==> src/rtl/ad9958_sweep_gen_if.sv <==
// Control, configuration and tuning-word bundle between the sweep generator and its host.
// The master side drives control and configuration; the slave side returns the words and status.
interface ad9958_sweep_gen_if #(
  parameter int DWELL_W = 24
);
  logic               start;
  logic               abort;
  logic               loop;
  logic [31:0]        ftw_start;
  logic [31:0]        ftw_stop;
  logic [31:0]        ftw_step;
  logic [31:0]        ftw_offset;
  logic [9:0]         amp_ch0;
  logic [9:0]         amp_ch1;
  logic [DWELL_W-1:0] dwell;
  logic [31:0]        ftw_ch0;
  logic [31:0]        ftw_ch1;
  logic [31:0]        asf_ch0;
  logic [31:0]        asf_ch1;
  logic               busy;
  logic               step_strobe;
  logic               done;

  modport master (
    output start, abort, loop, ftw_start, ftw_stop, ftw_step, ftw_offset,
           amp_ch0, amp_ch1, dwell,
    input  ftw_ch0, ftw_ch1, asf_ch0, asf_ch1, busy, step_strobe, done
  );

  modport slave (
    input  start, abort, loop, ftw_start, ftw_stop, ftw_step, ftw_offset,
           amp_ch0, amp_ch1, dwell,
    output ftw_ch0, ftw_ch1, asf_ch0, asf_ch1, busy, step_strobe, done
  );
endinterface

==> src/rtl/ad9958_sweep_gen.sv <==
// Linear frequency sweep generator producing the AD9958 channel tuning words.
// Define AD9958_SWEEP_TRIANGLE_EN to make looped sweeps bounce between start and stop.
module ad9958_sweep_gen #(
  parameter int DWELL_W = 24
) (
  input logic               clock,
  input logic               reset_n,
  ad9958_sweep_gen_if.slave bus
);

  typedef enum logic [1:0] {
    IDLE  = 2'd0,
    DWELL = 2'd1,
    DONE  = 2'd2
  } state_t;

  state_t state_r, state_nxt_s;

  logic [31:0]        cur_r, ftw_ch1_r, asf_ch0_r, asf_ch1_r;
  logic [31:0]        cfg_start_r, cfg_stop_r, cfg_step_r, cfg_offset_r;
  logic               cfg_loop_r;
  logic [DWELL_W-1:0] cfg_dwell_r, cnt_r;
  logic               busy_r, strobe_r, done_r;

  logic               accept_s, expire_s, degenerate_s, at_stop_s, finish_s;
  logic [DWELL_W-1:0] dwell_norm_s, cnt_nxt_s;
  logic [32:0]        sum_s;
  logic [31:0]        up_val_s, step_val_s, cur_nxt_s;
  logic               strobe_nxt_s, done_nxt_s;
`ifdef AD9958_SWEEP_TRIANGLE_EN
  logic               dir_dn_r, dir_dn_step_s, dir_dn_nxt_s;
  logic [32:0]        diff_s;
  logic [31:0]        dn_val_s;
`endif

  function automatic logic [31:0] asf_word(input logic [9:0] amp);
    return {19'd0, 1'b1, 2'd0, amp};
  endfunction

  assign accept_s     = bus.start & ~bus.abort & (state_r != DWELL);
  assign expire_s     = (state_r == DWELL) & (cnt_r == DWELL_W'(1));
  assign degenerate_s = (cfg_step_r == 32'd0) | (cfg_start_r > cfg_stop_r);
  assign at_stop_s    = (cur_r == cfg_stop_r);
  assign finish_s     = expire_s & (degenerate_s | (at_stop_s & ~cfg_loop_r));
  assign dwell_norm_s = (bus.dwell == {DWELL_W{1'b0}}) ? DWELL_W'(1) : bus.dwell;
  // Carry out of the 33-bit sum means the step ran past 2^32 and must clamp too.
  assign sum_s        = {1'b0, cur_r} + {1'b0, cfg_step_r};
  assign up_val_s     = (sum_s > {1'b0, cfg_stop_r}) ? cfg_stop_r : sum_s[31:0];

`ifdef AD9958_SWEEP_TRIANGLE_EN
  assign diff_s   = {1'b0, cur_r} - {1'b0, cfg_step_r};
  assign dn_val_s = (diff_s[32] | (diff_s[31:0] < cfg_start_r)) ? cfg_start_r : diff_s[31:0];

  // Next point of a triangle sweep; direction flips on the endpoint itself so it is not repeated.
  always_comb begin
    step_val_s    = up_val_s;
    dir_dn_step_s = dir_dn_r;
    if (!dir_dn_r) begin
      if (at_stop_s) begin
        step_val_s    = dn_val_s;
        dir_dn_step_s = 1'b1;
      end else begin
        step_val_s    = up_val_s;
        dir_dn_step_s = 1'b0;
      end
    end else begin
      if (cur_r == cfg_start_r) begin
        step_val_s    = up_val_s;
        dir_dn_step_s = 1'b0;
      end else begin
        step_val_s    = dn_val_s;
        dir_dn_step_s = 1'b1;
      end
    end
  end
`else
  // Next point of a sawtooth sweep: wrap to start once stop has been held.
  always_comb begin
    step_val_s = up_val_s;
    if (at_stop_s) begin
      step_val_s = cfg_start_r;
    end else begin
      step_val_s = up_val_s;
    end
  end
`endif

  // State register.
  always_ff @(posedge clock or negedge reset_n) begin
    if (!reset_n) begin
      state_r <= IDLE;
    end else begin
      state_r <= state_nxt_s;
    end
  end

  // Next-state logic; abort overrides everything including a coincident start.
  always_comb begin
    state_nxt_s = state_r;
    if (bus.abort) begin
      state_nxt_s = IDLE;
    end else if (accept_s) begin
      state_nxt_s = DWELL;
    end else if (finish_s) begin
      state_nxt_s = DONE;
    end else begin
      state_nxt_s = state_r;
    end
  end

  // Output logic: next tuning word, dwell count and pulse values.
  always_comb begin
    cur_nxt_s    = cur_r;
    cnt_nxt_s    = cnt_r;
    strobe_nxt_s = 1'b0;
    done_nxt_s   = 1'b0;
`ifdef AD9958_SWEEP_TRIANGLE_EN
    dir_dn_nxt_s = dir_dn_r;
`endif
    if (bus.abort) begin
      cur_nxt_s = cur_r;
    end else if (accept_s) begin
      cur_nxt_s    = bus.ftw_start;
      cnt_nxt_s    = dwell_norm_s;
      strobe_nxt_s = 1'b1;
`ifdef AD9958_SWEEP_TRIANGLE_EN
      dir_dn_nxt_s = 1'b0;
`endif
    end else if (state_r == DWELL) begin
      if (!expire_s) begin
        cnt_nxt_s = cnt_r - DWELL_W'(1);
      end else if (finish_s) begin
        done_nxt_s = 1'b1;
      end else begin
        cur_nxt_s    = step_val_s;
        cnt_nxt_s    = cfg_dwell_r;
        strobe_nxt_s = 1'b1;
`ifdef AD9958_SWEEP_TRIANGLE_EN
        dir_dn_nxt_s = dir_dn_step_s;
`endif
      end
    end else begin
      cur_nxt_s = cur_r;
    end
  end

  // Output and configuration registers.
  always_ff @(posedge clock or negedge reset_n) begin
    if (!reset_n) begin
      cur_r        <= 32'd0;
      ftw_ch1_r    <= 32'd0;
      asf_ch0_r    <= 32'd0;
      asf_ch1_r    <= 32'd0;
      cfg_start_r  <= 32'd0;
      cfg_stop_r   <= 32'd0;
      cfg_step_r   <= 32'd0;
      cfg_offset_r <= 32'd0;
      cfg_loop_r   <= 1'b0;
      cfg_dwell_r  <= {DWELL_W{1'b0}};
      cnt_r        <= {DWELL_W{1'b0}};
      busy_r       <= 1'b0;
      strobe_r     <= 1'b0;
      done_r       <= 1'b0;
`ifdef AD9958_SWEEP_TRIANGLE_EN
      dir_dn_r     <= 1'b0;
`endif
    end else begin
      cur_r    <= cur_nxt_s;
      cnt_r    <= cnt_nxt_s;
      strobe_r <= strobe_nxt_s;
      done_r   <= done_nxt_s;
      busy_r   <= (state_nxt_s == DWELL);
`ifdef AD9958_SWEEP_TRIANGLE_EN
      dir_dn_r <= dir_dn_nxt_s;
`endif
      if (accept_s) begin
        cfg_start_r  <= bus.ftw_start;
        cfg_stop_r   <= bus.ftw_stop;
        cfg_step_r   <= bus.ftw_step;
        cfg_offset_r <= bus.ftw_offset;
        cfg_loop_r   <= bus.loop;
        cfg_dwell_r  <= dwell_norm_s;
        asf_ch0_r    <= asf_word(bus.amp_ch0);
        asf_ch1_r    <= asf_word(bus.amp_ch1);
        ftw_ch1_r    <= bus.ftw_start + bus.ftw_offset;
      end else begin
        ftw_ch1_r    <= cur_nxt_s + cfg_offset_r;
      end
    end
  end

  assign bus.ftw_ch0     = cur_r;
  assign bus.ftw_ch1     = ftw_ch1_r;
  assign bus.asf_ch0     = asf_ch0_r;
  assign bus.asf_ch1     = asf_ch1_r;
  assign bus.busy        = busy_r;
  assign bus.step_strobe = strobe_r;
  assign bus.done        = done_r;

endmodule

==> src/flat_wrapper.sv <==
// flat-port wrapper written by rule: the top's interface ports become plain ports
module ad9958_sweep_gen_flat 
#(
  parameter int DWELL_W = 24
)
  (clock, reset_n, bus_start, bus_abort, bus_loop, bus_ftw_start, bus_ftw_stop, bus_ftw_step, bus_ftw_offset, bus_amp_ch0, bus_amp_ch1, bus_dwell, bus_ftw_ch0, bus_ftw_ch1, bus_asf_ch0, bus_asf_ch1, bus_busy, bus_step_strobe, bus_done);
  ad9958_sweep_gen_if #(.DWELL_W(DWELL_W)) bus_i ();
  input logic clock;
  input logic reset_n;
  input wire logic [$bits(bus_i.start)-1:0] bus_start;
  input wire logic [$bits(bus_i.abort)-1:0] bus_abort;
  input wire logic [$bits(bus_i.loop)-1:0] bus_loop;
  input wire logic [$bits(bus_i.ftw_start)-1:0] bus_ftw_start;
  input wire logic [$bits(bus_i.ftw_stop)-1:0] bus_ftw_stop;
  input wire logic [$bits(bus_i.ftw_step)-1:0] bus_ftw_step;
  input wire logic [$bits(bus_i.ftw_offset)-1:0] bus_ftw_offset;
  input wire logic [$bits(bus_i.amp_ch0)-1:0] bus_amp_ch0;
  input wire logic [$bits(bus_i.amp_ch1)-1:0] bus_amp_ch1;
  input wire logic [$bits(bus_i.dwell)-1:0] bus_dwell;
  output wire logic [$bits(bus_i.ftw_ch0)-1:0] bus_ftw_ch0;
  output wire logic [$bits(bus_i.ftw_ch1)-1:0] bus_ftw_ch1;
  output wire logic [$bits(bus_i.asf_ch0)-1:0] bus_asf_ch0;
  output wire logic [$bits(bus_i.asf_ch1)-1:0] bus_asf_ch1;
  output wire logic [$bits(bus_i.busy)-1:0] bus_busy;
  output wire logic [$bits(bus_i.step_strobe)-1:0] bus_step_strobe;
  output wire logic [$bits(bus_i.done)-1:0] bus_done;
  assign bus_i.start = bus_start;
  assign bus_i.abort = bus_abort;
  assign bus_i.loop = bus_loop;
  assign bus_i.ftw_start = bus_ftw_start;
  assign bus_i.ftw_stop = bus_ftw_stop;
  assign bus_i.ftw_step = bus_ftw_step;
  assign bus_i.ftw_offset = bus_ftw_offset;
  assign bus_i.amp_ch0 = bus_amp_ch0;
  assign bus_i.amp_ch1 = bus_amp_ch1;
  assign bus_i.dwell = bus_dwell;
  assign bus_ftw_ch0 = bus_i.ftw_ch0;
  assign bus_ftw_ch1 = bus_i.ftw_ch1;
  assign bus_asf_ch0 = bus_i.asf_ch0;
  assign bus_asf_ch1 = bus_i.asf_ch1;
  assign bus_busy = bus_i.busy;
  assign bus_step_strobe = bus_i.step_strobe;
  assign bus_done = bus_i.done;
  ad9958_sweep_gen #(.DWELL_W(DWELL_W)) u_core (.clock(clock), .reset_n(reset_n), .bus(bus_i));
endmodule
==> config.mk <==
export PLATFORM = sky130hd
export DESIGN_NAME = ad9958_sweep_gen_flat
export DESIGN_NICKNAME = d
export VERILOG_FILES = /design/src/rtl/ad9958_sweep_gen_if.sv /design/src/rtl/ad9958_sweep_gen.sv /design/src/flat_wrapper.sv
export SDC_FILE = /design/constraint.sdc
export NUM_CORES = 1
export LEC_CHECK = 0
export CORE_AREA = 8 8 198 200
export CTS_BUF_LIST = sky130_fd_sc_hd__clkbuf_8
export CTS_CLUSTER_DIAMETER = 150
export DETAILED_ROUTE_END_ITERATION = 10
export DIE_AREA = 0 0 206 208
export PLACE_DENSITY_LB_ADDON = 0.1
export SYNTH_ARGS = -nofsm -noshare
export SYNTH_HDL_FRONTEND = slang
export SYNTH_SLANG_ARGS = --single-unit
export TNS_END_PERCENT = 30
==> constraint.sdc <==
create_clock -name clock -period 15.1 [get_ports clock]
set_input_delay 3.02 -clock clock [delete_from_list [all_inputs] [get_ports clock]]
set_output_delay 3.02 -clock clock [all_outputs]
set_load 0.005 [all_outputs]
Word level (Yosys, flattened, before mapping)
Index checks and enable logic that the tools add are counted.
{ "word_totals": {"inputBits": 177, "regBits": 268} }
{ "classes": {"n_bitwise": 9, "muxes": 26, "n_eq_ne": 6, "n_addsub": 4, "magnitude_cmp": 2, "reduce_logical": 4} }
{ "ops": {"columns": ["op", "count"], "rows": [
  ["32-bit 2-to-1 mux", 8],
  ["24-bit 2-to-1 mux", 5],
  ["32-bit adder", 2],
  ["32-bit by 32-bit adder with 33-bit output", 1],
  ["33-bit by 32-bit greater-than comparator with 1-bit output", 1],
  ["32-bit == test", 1],
  ["32-bit greater-than comparator", 1],
  ["32-bit zero test", 1],
  ["24-bit by 1-bit == test with 1-bit output, second input constant", 1],
  ["24-bit zero test", 1],
  ["24-bit by 1-bit subtractor with 24-bit output, second input constant", 1],
  ["1-bit 2-to-1 mux", 10],
  ["2-bit 2-to-1 mux", 3],
  ["1-bit AND", 5],
  ["2-bit by 1-bit == test with 1-bit output, second input constant", 2],
  ["3-bit by 2-bit != test with 1-bit output, second input constant", 1],
  ["3-bit AND reduction", 1],
  ["2-bit by 1-bit != test with 1-bit output, second input constant", 1],
  ["1-bit inverter", 2],
  ["1-bit OR", 2],
  ["2-bit nonzero test", 1]
]} }

Longest topological paths before layout
{ "logic_depth": {"depth_word": 11, "mapped_depth": 37, "ltp_nobuf": 35} }

Least setup slack after synthesis
No wires, ideal clock.
{ "synth_timing": {"path_type": "reg-to-reg", "startpoint": "register u_core.cur_r[0], in the netlist u_core.bus.ftw_ch0[0]", "endpoint": "register u_core.ftw_ch1_r[31], in the netlist u_core.bus.ftw_ch1[31]", "stages_incl_launch_ff": 36, "required_ns": 14.965, "slack_ns": 7.265, "n_path_buf": 1, "t_arrival_ns": 7.700, "setup_ns": 0.135, "path_cell_list": "dfrtp_1 -> ha_1 -> fa_1 -> a211oi_1 -> o21ai_1 -> o21ai_1 -> a21oi_1 -> o21ai_0 -> o21ai_0 -> a21boi_0 -> o21ai_0 -> xnor2_1 -> ha_1 -> nand4_1 -> nor4_1 -> and4_1 -> nand2b_1 -> o21ai_1 -> or3_1 -> clkbuf_1 -> mux2i_1 -> a21oi_1 -> a22oi_1 -> o21ai_0 -> ha_1 -> a211oi_1 -> nor2_1 -> o31a_1 -> a31o_1 -> a221o_1 -> a221o_1 -> o311a_1 -> o41ai_4 -> o21ai_2 -> xnor2_1 -> mux2i_1"} }
{ "synth_via": {"elab_chain_cells": 11} }
{ "synth_lines": {"columns": ["element", "line_no", "source"], "rows": [
  ["start: declaration", "ad9958_sweep_gen.sv:19", "logic [31:0] cur_r, ftw_ch1_r, asf_ch0_r, asf_ch1_r;"],
  ["start signal: assignment", "ad9958_sweep_gen.sv:168", "cur_r <= cur_nxt_s;"],
  ["32-bit by 32-bit adder with 33-bit output or 32-bit == test (tied branches)", "ad9958_sweep_gen.sv:47, ad9958_sweep_gen.sv:43", null],
  ["33-bit by 32-bit greater-than comparator with 1-bit output or 1-bit AND (tied branches)", "ad9958_sweep_gen.sv:48, ad9958_sweep_gen.sv:44", null],
  ["32-bit 2-to-1 mux or 1-bit OR (tied branches)", "ad9958_sweep_gen.sv:48, ad9958_sweep_gen.sv:44", null],
  ["32-bit 2-to-1 mux or 1-bit AND (tied branches)", "ad9958_sweep_gen.sv:80, ad9958_sweep_gen.sv:44", null],
  ["32-bit 2-to-1 mux *", "ad9958_sweep_gen.sv:132", "end else if (finish_s) begin"],
  ["32-bit 2-to-1 mux *", "ad9958_sweep_gen.sv:130", "if (!expire_s) begin"],
  ["32-bit 2-to-1 mux *", "ad9958_sweep_gen.sv:129", "end else if (state_r == DWELL) begin"],
  ["32-bit 2-to-1 mux *", "ad9958_sweep_gen.sv:122", "end else if (accept_s) begin"],
  ["32-bit 2-to-1 mux *", "ad9958_sweep_gen.sv:120", "if (bus.abort) begin"],
  ["via u_core.cur_nxt_s[1]", "ad9958_sweep_gen.sv:28", "logic [31:0] up_val_s, step_val_s, cur_nxt_s;"],
  ["32-bit adder *", "ad9958_sweep_gen.sv:187", "ftw_ch1_r <= cur_nxt_s + cfg_offset_r;"],
  ["32-bit 2-to-1 mux *", "ad9958_sweep_gen.sv:176", "if (accept_s) begin"],
  ["end signal: assignment", "ad9958_sweep_gen.sv:185", "ftw_ch1_r <= bus.ftw_start + bus.ftw_offset;"],
  ["end signal: assignment", "ad9958_sweep_gen.sv:187", null],
  ["end: declaration", "ad9958_sweep_gen.sv:19", null]
]} }
The timed path passes the listed nets; every way through them passes the cells marked *.
A chain may end at the register's enable or synchronous reset.

Worst setup path after layout
Same ends and word-level chain as after synthesis.

==> impl_metrics.tcl <==
set metrics [dict create \
    worst_slew_pin_slew_ns 0.9433 \
    route.met3.wl_mm 4.786 \
    maxCapViolations 0 \
    whs_ns 0.4714 \
    m1WireLength_mm 25.89 \
    drc 0 \
    highest_layer "met5" \
    synth_seq_cells 267 \
    grt_pass1_vias 16700 \
    intPower_uw 1913 \
    die_area_sq_mm 0.04285 \
    crit_path_end_kind "flip-flop" \
    finalHoldViolCount 0 \
    drt-vias-per-instance 5.607 \
    via_count 16530 \
    grt_max_degree 91 \
    required_ns 15.60 \
    synth_top_area_cell "dfrtp_1" \
    cts_buffer_depth 3 \
    nets 2777 \
    yosysMostFrequentCell "nand2_1" \
    htreeDepth 2 \
    gp_congestion 0.9179 \
    fin_crit_ns 9.349 \
    cts_root_buf "clkbuf_8" \
    syn_area_per_cell_sq_um 8.282 \
    ir_drop_mv 0.07809 \
    synthArstFlopShare 1.000 \
    syn_area_sq_mm 0.01812 \
    synth.yosys.seq_area_share 0.3687 \
    yosysWarnings 0 \
    period_share 0.6192 \
    firstDrtPassIters 5 \
    clock_power_share 0.238 \
    finalMaxSlewViolations 0 \
    synth.distinct_cells 78 \
    antenna_found_initial 4 \
    ys_top_cells_by_count "nand2_1, dfrtp_1, ha_1, o21ai_0, a21oi_1" \
    synth_top_area_share 0.3687 \
    die_x_um 206 \
    grt_overflow_total 0 \
    cts_setup_buffers 0 \
    ant_nets 0 \
    routed_wl_mm 58.47 \
    crit_fanout 9 \
    path_common_cell "o21ai_0" \
    io_pins 308 \
    synth_edf_count 0 \
    synth-main-ff-cell "dfrtp_1" \
    max_freq_ghz 0.1070 \
    netlist_instances 2188 \
    pwr-share-comb 0.441 \
    met2_length_mm 26.16 \
    start_kind "flip-flop" \
    hold_buffers 0 \
    pwr-share-seq 0.321 \
    core_area_sq_mm 0.03608 \
    drtIter0Drc 1281 \
    critPathSlowestCell "or3_1" \
    start_util 0.5022 \
    io_buffers 265 \
    tns_ns 0 \
    finClkSkew_ns 0.02996 \
    clock_latency_ns 0.65 \
    grt_use_total 0.2671 \
    clock-sinks 267 \
    power.switching_uw 1238 \
    path_clk_slew_ns 0.07 \
    hpwlAfterDp_mm 44.55 \
    wl_per_cell_um 19.83 \
    hold_path.class "reg2reg" \
    final_layout_size_suffix_gt1_frac 0.04802 \
    cts_tree "built" \
    relSlewSlack 0.3653 \
    leakagePower_uw 0.01032 \
    ctsResizeCount 0 \
    grt_pass1_wl_mm 91.22 \
    status "completed" \
    synthTopCellsByArea "dfrtp_1, nand2_1, ha_1" \
    switching_share 0.3928 \
    area_growth_pct 21.93 \
    rsz0062_at_grt "false" \
    max_stage_delay_ns 0.60 \
    arrival_ns 9.85 \
    fp.dieH_um 208 \
    setup_viol_count_final 0 \
    cts_made_buffers 50 \
    worst-setup-path-type "reg2reg" \
    powerDensity_mw_per_mm2 142.6 \
    rows 70 \
]
[power by group through the flow]
stage / sequential, uW / clock, uW / combinational [uW]
global placement: 1020 / 0 / 1350
CTS: 1010 / 767 / 1380
global route: 1030 / 798 / 1540
detailed placement: 1020 / 0 / 1370
floorplan: 979 / 0 / 890
finish: 1010 / 749 / 1390
[per-layer routing]
metal	up-vias	GRT usage
met3	103	0.06200
met5	-	0
met2	576	0.4123
met1	7813	0.3647
li1	8033	-
met4	4	0.08813
[worst max-delay path: cells and delay by family (launching register included)]
family	cells	cell delay [ns]
AOI/OAI and AO/OA	21	5.33
adders and majority gates	4	1.35
DFF	1	0.43
and+or+nand+nor	5	1.48
xor gates and xnor gates	2	0.30
muxes	2	0.28
[cell usage in the layout (no fill, tap or decap), types with 30 or more instances in the layout]
cell             instances
nand2_1                585
a31oi_1                 30
nor2_1                 113
o211ai_1                31
inv_1                   82
clkdlybuf4s50_1        264
conb_1                  42
ha_1                   160
nand4_1                 33
a21o_1                  34
nand3_1                 33
o21ai_0                144
dfrtp_1                267
clkbuf_8                67
a21oi_1                135
xnor2_1                 99
[final cells by class]
cell class              instances  area, sq um
flip-flops and latches        267         6681
repair buffers                279         2763
well taps                     468        585.6
multi-input cells            1772        10730
clock inverters                26        155.1
fillers                      3252        13990
diodes                          2        5.005
inverters                      67        251.5
clock buffers                  67        922.1
[path summary, 6_finish.rpt]
check	slack [ns]	cells after the start	endpoint	startpoint
worst min-delay path	0.47	2	u_core.bus.asf_ch0[8]	u_core.bus.asf_ch0[8]
max in group asynchronous	10.48	3	u_core.cfg_dwell_r[11]	reset_n
worst max-delay path	5.75	34	u_core.bus.ftw_ch1[31]	u_core.bus.ftw_ch0[0]
min in group asynchronous	2.38	1	u_core.cfg_stop_r[3]	reset_n
worst min register to register	0.47	2	u_core.bus.asf_ch0[8]	u_core.bus.asf_ch0[8]
worst max register to register	5.75	34	u_core.bus.ftw_ch1[31]	u_core.bus.ftw_ch0[0]
[cell families (layout without fill, tap and decap cells)]
logic type,count (synthesis),in the layout,share of synthesized area
simple gates,888,888,0.2087
compound gates,527,527,0.1837
flops,267,267,0.3687
buf+inv,190,439,0.04916
fa+ha+maj,163,163,0.1138
xor+xnor,127,127,0.06180
mux,25,25,0.01388
other cells,1,44,0.0002069
[through the flow]
stage	worst slack (ns)	total power (uW)	utilization	instances	instance area, sq um
5_1_grt	5.101	3364	0.6122	2947	22090
3_3_place_gp	6.088	2364	0.5823	2853	21010
2_1_floorplan	7.265	1869	-	2229	18280
4_1_cts	5.833	3159	0.6122	2946	22090
6_report	5.751	3150	0.6123	2948	22090
3_5_place_dp	5.900	2387	0.5823	2853	21010
[flip-flops by register name, summed over array words and instances, names as in the netlist]
signal,count
u_core.bus.ftw_ch0,32
u_core.bus.ftw_ch1,32
u_core.cfg_offset_r,32
u_core.cfg_start_r,32
u_core.cfg_step_r,32
u_core.cfg_stop_r,32
u_core.cfg_dwell_r,24
u_core.cnt_r,24
u_core.bus.asf_ch0,11
u_core.bus.asf_ch1,10
u_core.state_r,2
u_core.bus.busy,1
u_core.bus.done,1
u_core.bus.step_strobe,1
u_core.cfg_loop_r,1
(Power assumes the default switching activity.)
